**src/rtl/pc_gen.sv**
```systemverilog
// pc_gen: fetch-stage program counter with trap/eret path and circular return-address stack
module pc_gen #(
  parameter int WIDTH = 32,
  parameter logic [WIDTH-1:0] RESET_VEC = 32'h0000_0000,
  parameter logic [WIDTH-1:0] TRAP_VEC = 32'h0000_1C00,
  parameter int STEP = 4,
  parameter int RAS_DEPTH = 4
) (
  input  logic             clk,
  input  logic             rst_n,
  input  logic             stall,
  input  logic [2:0]       NPCOp,
  input  logic [WIDTH-1:0] npc,
  input  logic             call,
  input  logic [WIDTH-1:0] link_addr,
  input  logic             ret,
  input  logic             trap,
  input  logic [WIDTH-1:0] trap_pc,
  input  logic             eret,
  output logic [WIDTH-1:0] PC,
  output logic [WIDTH-1:0] epc,
  output logic             ras_empty,
  output logic             ras_full,
  output logic             ras_underflow
);
  localparam int AW = $clog2(RAS_DEPTH);
  localparam int CW = AW + 1;
  localparam logic [CW-1:0] FULL = CW'(RAS_DEPTH);
  logic [WIDTH-1:0] pc_q, pc_d, epc_q, epc_d, top;
  logic [WIDTH-1:0] ras_q [RAS_DEPTH];
  logic [WIDTH-1:0] ras_d [RAS_DEPTH];
  logic [AW-1:0] tp_q, tp_d, wi;
  logic [CW-1:0] cnt_q, cnt_d;
  logic unf_q, unf_d, empty, act, do_call, do_ret, push, pop, rep;
  always_comb begin
    empty = cnt_q == '0;
    act = !trap && !eret && !stall;
    do_call = act && call;
    do_ret = act && ret;
    push = do_call && (!do_ret || empty);
    pop = do_ret && !do_call && !empty;
    rep = do_call && do_ret && !empty;
    top = ras_q[tp_q];
    pc_d = trap ? TRAP_VEC : eret ? epc_q : stall ? pc_q : ret ? (empty ? npc : top) :
           (call || |NPCOp) ? npc : pc_q + WIDTH'(STEP);
    epc_d = trap ? trap_pc : epc_q;
    tp_d = push ? tp_q + 1'b1 : pop ? tp_q - 1'b1 : tp_q;
    cnt_d = push ? (cnt_q == FULL ? cnt_q : cnt_q + 1'b1) : pop ? cnt_q - 1'b1 : cnt_q;
    unf_d = unf_q || (do_ret && empty);
    wi = push ? tp_q + 1'b1 : tp_q;
    ras_d = ras_q;
    if (push || rep) ras_d[wi] = link_addr;
  end
  always_ff @(posedge clk or negedge rst_n) begin
    if (!rst_n) begin
      pc_q <= RESET_VEC;
      epc_q <= '0;
      tp_q <= '0;
      cnt_q <= '0;
      unf_q <= 1'b0;
      ras_q <= '{default: '0};
    end else begin
      pc_q <= pc_d;
      epc_q <= epc_d;
      tp_q <= tp_d;
      cnt_q <= cnt_d;
      unf_q <= unf_d;
      ras_q <= ras_d;
    end
  end
  assign PC = pc_q;
  assign epc = epc_q;
  assign ras_empty = empty;
  assign ras_full = cnt_q == FULL;
  assign ras_underflow = unf_q;
endmodule

```
**config.mk**
```make
export PLATFORM = sky130hd
export DESIGN_NAME = pc_gen
export DESIGN_NICKNAME = d
export VERILOG_FILES = /design/src/rtl/pc_gen.sv
export SDC_FILE = /design/constraint.sdc
export NUM_CORES = 1
export LEC_CHECK = 0
export BUFFER_PORTS_ARGS = -buffer_cell sky130_fd_sc_hd__buf_2
export CAP_MARGIN = 15
export CORE_MARGIN = 2
export CORE_UTILIZATION = 45
export DETAILED_ROUTE_END_ITERATION = 6
export MAX_ROUTING_LAYER = met4
export PLACE_DENSITY = 0.73
export SLEW_MARGIN = 20
export SYNTH_ARGS = -nofsm -noshare
export SYNTH_HDL_FRONTEND = slang
export SYNTH_SLANG_ARGS = --single-unit
```
**constraint.sdc**
```tcl
create_clock -name clk -period 6.39 [get_ports clk]
set_input_delay 0.3195 -clock clk [delete_from_list [all_inputs] [get_ports clk]]
set_output_delay 0.3195 -clock clk [all_outputs]
set_load 0.05 [all_outputs]
```
==> results.toml <==
[status]
status = "completed"

[yosys]
synthDominantAreaCellType = "dfrtp_1"
ys_seq_elements = 198
synth.top_cells.by_count = "dfrtp_1, mux2_2, nand2_1"
synth_top_area_share_pct = 48.51
synth_most_common_cell = "dfrtp_1"
yosysWarningCount = 0
syn-num-nets = 984
synth-edff-count = 0
synth_area_mm2 = 0.01021
ys.flop_type = "dfrtp_1"
synthesis.instances = 876
yosysSeqAreaShare_pct = 48.51
avgSynthCellArea_um2 = 11.66
synthArstFlopShare_pct = 100.0
synth_cell_types = 65
synth_area_leaders = "dfrtp_1, mux2_2, mux4_2, nand2_1, a21oi_1"

[placement]
dp_hpwl_um = 18250
place_area_mm2 = 0.01120
portBuffers = 172
globalplace.congestion = 0.8533
dp_slack_ps = 3523

[clock_tree]
cts_buffers = 17
clock_latency_ps = 430
clockBufferDepth = 2
cts_resized = 0
postCtsSetupRepairBufs = 0
path_clk_slew_ps = 80
cts_sinks = 198
htree_levels = 4
cts-root-buf = "clkbuf_16"
cts_tree = "yes"

[run]
max_cap_violations = 0

[min_path]
worstHoldStart = "trap_pc[5]"
min_path_type = "primary input to flop"

[routing]
via_count = 7777
drt_iter0_drc = 658
vias_per_cell = 5.905
drtAntennaViolNets = 0
drc = 0
wl_per_cell_um = 19.99
dr.pass1.iters = 5
routed_wl_um = 26330

[critical_path]
endpoint_kind = "output pin"
worstSetupPathType = "flop to output pin"
startpoint = "cnt_q[0]"
cpPeakStageDelay_ps = 750
cpMaxStageDelayCell = "or3_1"
cp-start-kind = "flop"
path_cells = "or3_1, inv_1, buf_2"
crit_fanout = 24
r2r_start = "cnt_q[1]"
critPathArrivalTime_ps = 2800
critPathRequiredTime_ps = 6070

[global_route]
overflow = 0
antenna_found_initial = 6
grt_pass1_vias = 7741
grt_pass1_wl_um = 42270
grt_max_degree = 123
globalRouteTotalUtil_pct = 23.35

[die]
dieWidth_um = 154.7
core_mm2 = 0.02243
die_area_mm2 = 0.02392
initial_core_util_pct = 45.53
die_height_um = 154.7
io-pin-count = 173
std_cell_rows = 55

[timing]
period_share_pct = 48.78
fin_ws_ps = 3273
max_slew_margin_pct = 37.26
finalSetupTns_ps = 0
fin_skew_ps = 10.49
finalHoldViolCount = 0
worst_pin_slew_ps = 941.2
fmax_mhz = 320.8
rsz0062_at_grt = "false"
period_needed_ps = 3117
slew_violations = 0
finalSetupViolCount = 0

[finish]
area_growth_pct = 16.12
n_fill_cell = 1957
fin_nets = 1120
stdcell_area_mm2 = 0.01186
drive_above_1_share_pct = 40.98

[power]
power_mw = 4.504
ir_drop_v = 0.0002079
power.leakage_nw = 5.347
power_density_mw_per_mm2 = 379.7
[path summary, 6_finish.rpt]
kind	to	slack [ps]	depth (start not counted)
min reg2reg	ras_q[127]	490	1
max reg2reg	PC[25]	3510	6
max in group asynchronous	ras_q[81]	4550	3
max	ras_empty	3270	3
min in group asynchronous	epc[22]	440	2
min	epc[5]	110	2
[power by group]
group | internal [mW] | switching, mW | leakage (nW) | total (mW)
Sequential | 1.66 | 0.249 | 2.50 | 1.91
Combinational | 0.744 | 0.758 | 2.55 | 1.50
Clock | 0.600 | 0.491 | 0.298 | 1.09
[final cells by class]
cell class	count	area (um^2)	share of cell area (%)
Sequential cell	198	4956	41.78
Multi-Input combinational cell	606	4931	41.57
Timing Repair Buffer	184	982.2	8.281
Clock buffer	22	494.2	4.167
Tap cell	285	356.6	3.006
Clock inverter	10	105.1	0.8861
Inverter	5	18.77	0.1582
Antenna cell	7	17.52	0.1477
[layer usage]
layer | global-route usage [%] | vias up | share of wire [%] | wire length, um
li1 | - | 3531 | - | -
met1 | 29.69 | 3910 | 42 | 11130
met2 | 36.65 | 299 | 48 | 12610
met3 | 6.444 | 37 | 7.7 | 2023
met4 | 7.231 | 0 | 2.2 | 567
met5 | - | - | 0 | 0
[logic make-up (layout without fill, tap and decap cells)]
kind of cell	after synthesis	in the layout	share of synthesized area, %
and+or+nand+nor	244	244	11.93
DFF	198	198	48.51
muxes	195	195	24.99
AOI/OAI and AO/OA	142	142	8.979
buffers and inverters	72	221	3.307
xor gates and xnor gates	23	23	1.972
adders and majority gates	2	2	0.3185
other	0	7	0
[layout by cell type, fill, tap and decap left out, types with 9 or more instances in the layout]
| cell type | count |
|---|---|
| dfrtp_1 | 197 |
| buf_2 | 171 |
| mux2_2 | 159 |
| nand2_1 | 93 |
| a21oi_1 | 47 |
| nor2_1 | 33 |
| mux4_2 | 32 |
| nand3_1 | 28 |
| o21ai_0 | 26 |
| nor3_1 | 21 |
| clkbuf_16 | 17 |
| xnor2_1 | 14 |
| nand4_1 | 13 |
| nand3b_1 | 12 |
| o22ai_1 | 10 |
| a31oi_1 | 10 |
| buf_4 | 10 |
| and3_1 | 9 |
| xor2_1 | 9 |
[worst max-delay path, delay by kind of cell (launching register included)]
kind / cells / cell delay (ps)
buffers and inverters: 2 / 1110
DFF: 1 / 490
and+or+nand+nor: 1 / 750
[metrics by stage]
step                      util [%]  std cells  hold WS [ps]
after detailed placement     49.92       1276         480.2
after CTS                    52.59       1308         82.72
final                        52.87       1317         114.3
after global routing         52.86       1316         103.9
after floorplan                  -        876         23.91
after global placement       49.92       1276         472.3
[state kept, by name, summed over array words and instances (netlist names)]
| name | flops |
|---|---|
| cnt_q | 3 |
| ras_underflow | 1 |
| tp_q | 2 |
| PC | 32 |
| ras_q | 128 |
| epc | 32 |
[what timing repair did]
item,CTS,global route
hold buffers,0,1
endpoints found under the setup margin,0,0
hold endpoints to repair,0,66
Power figures use the tool's default switching activity.
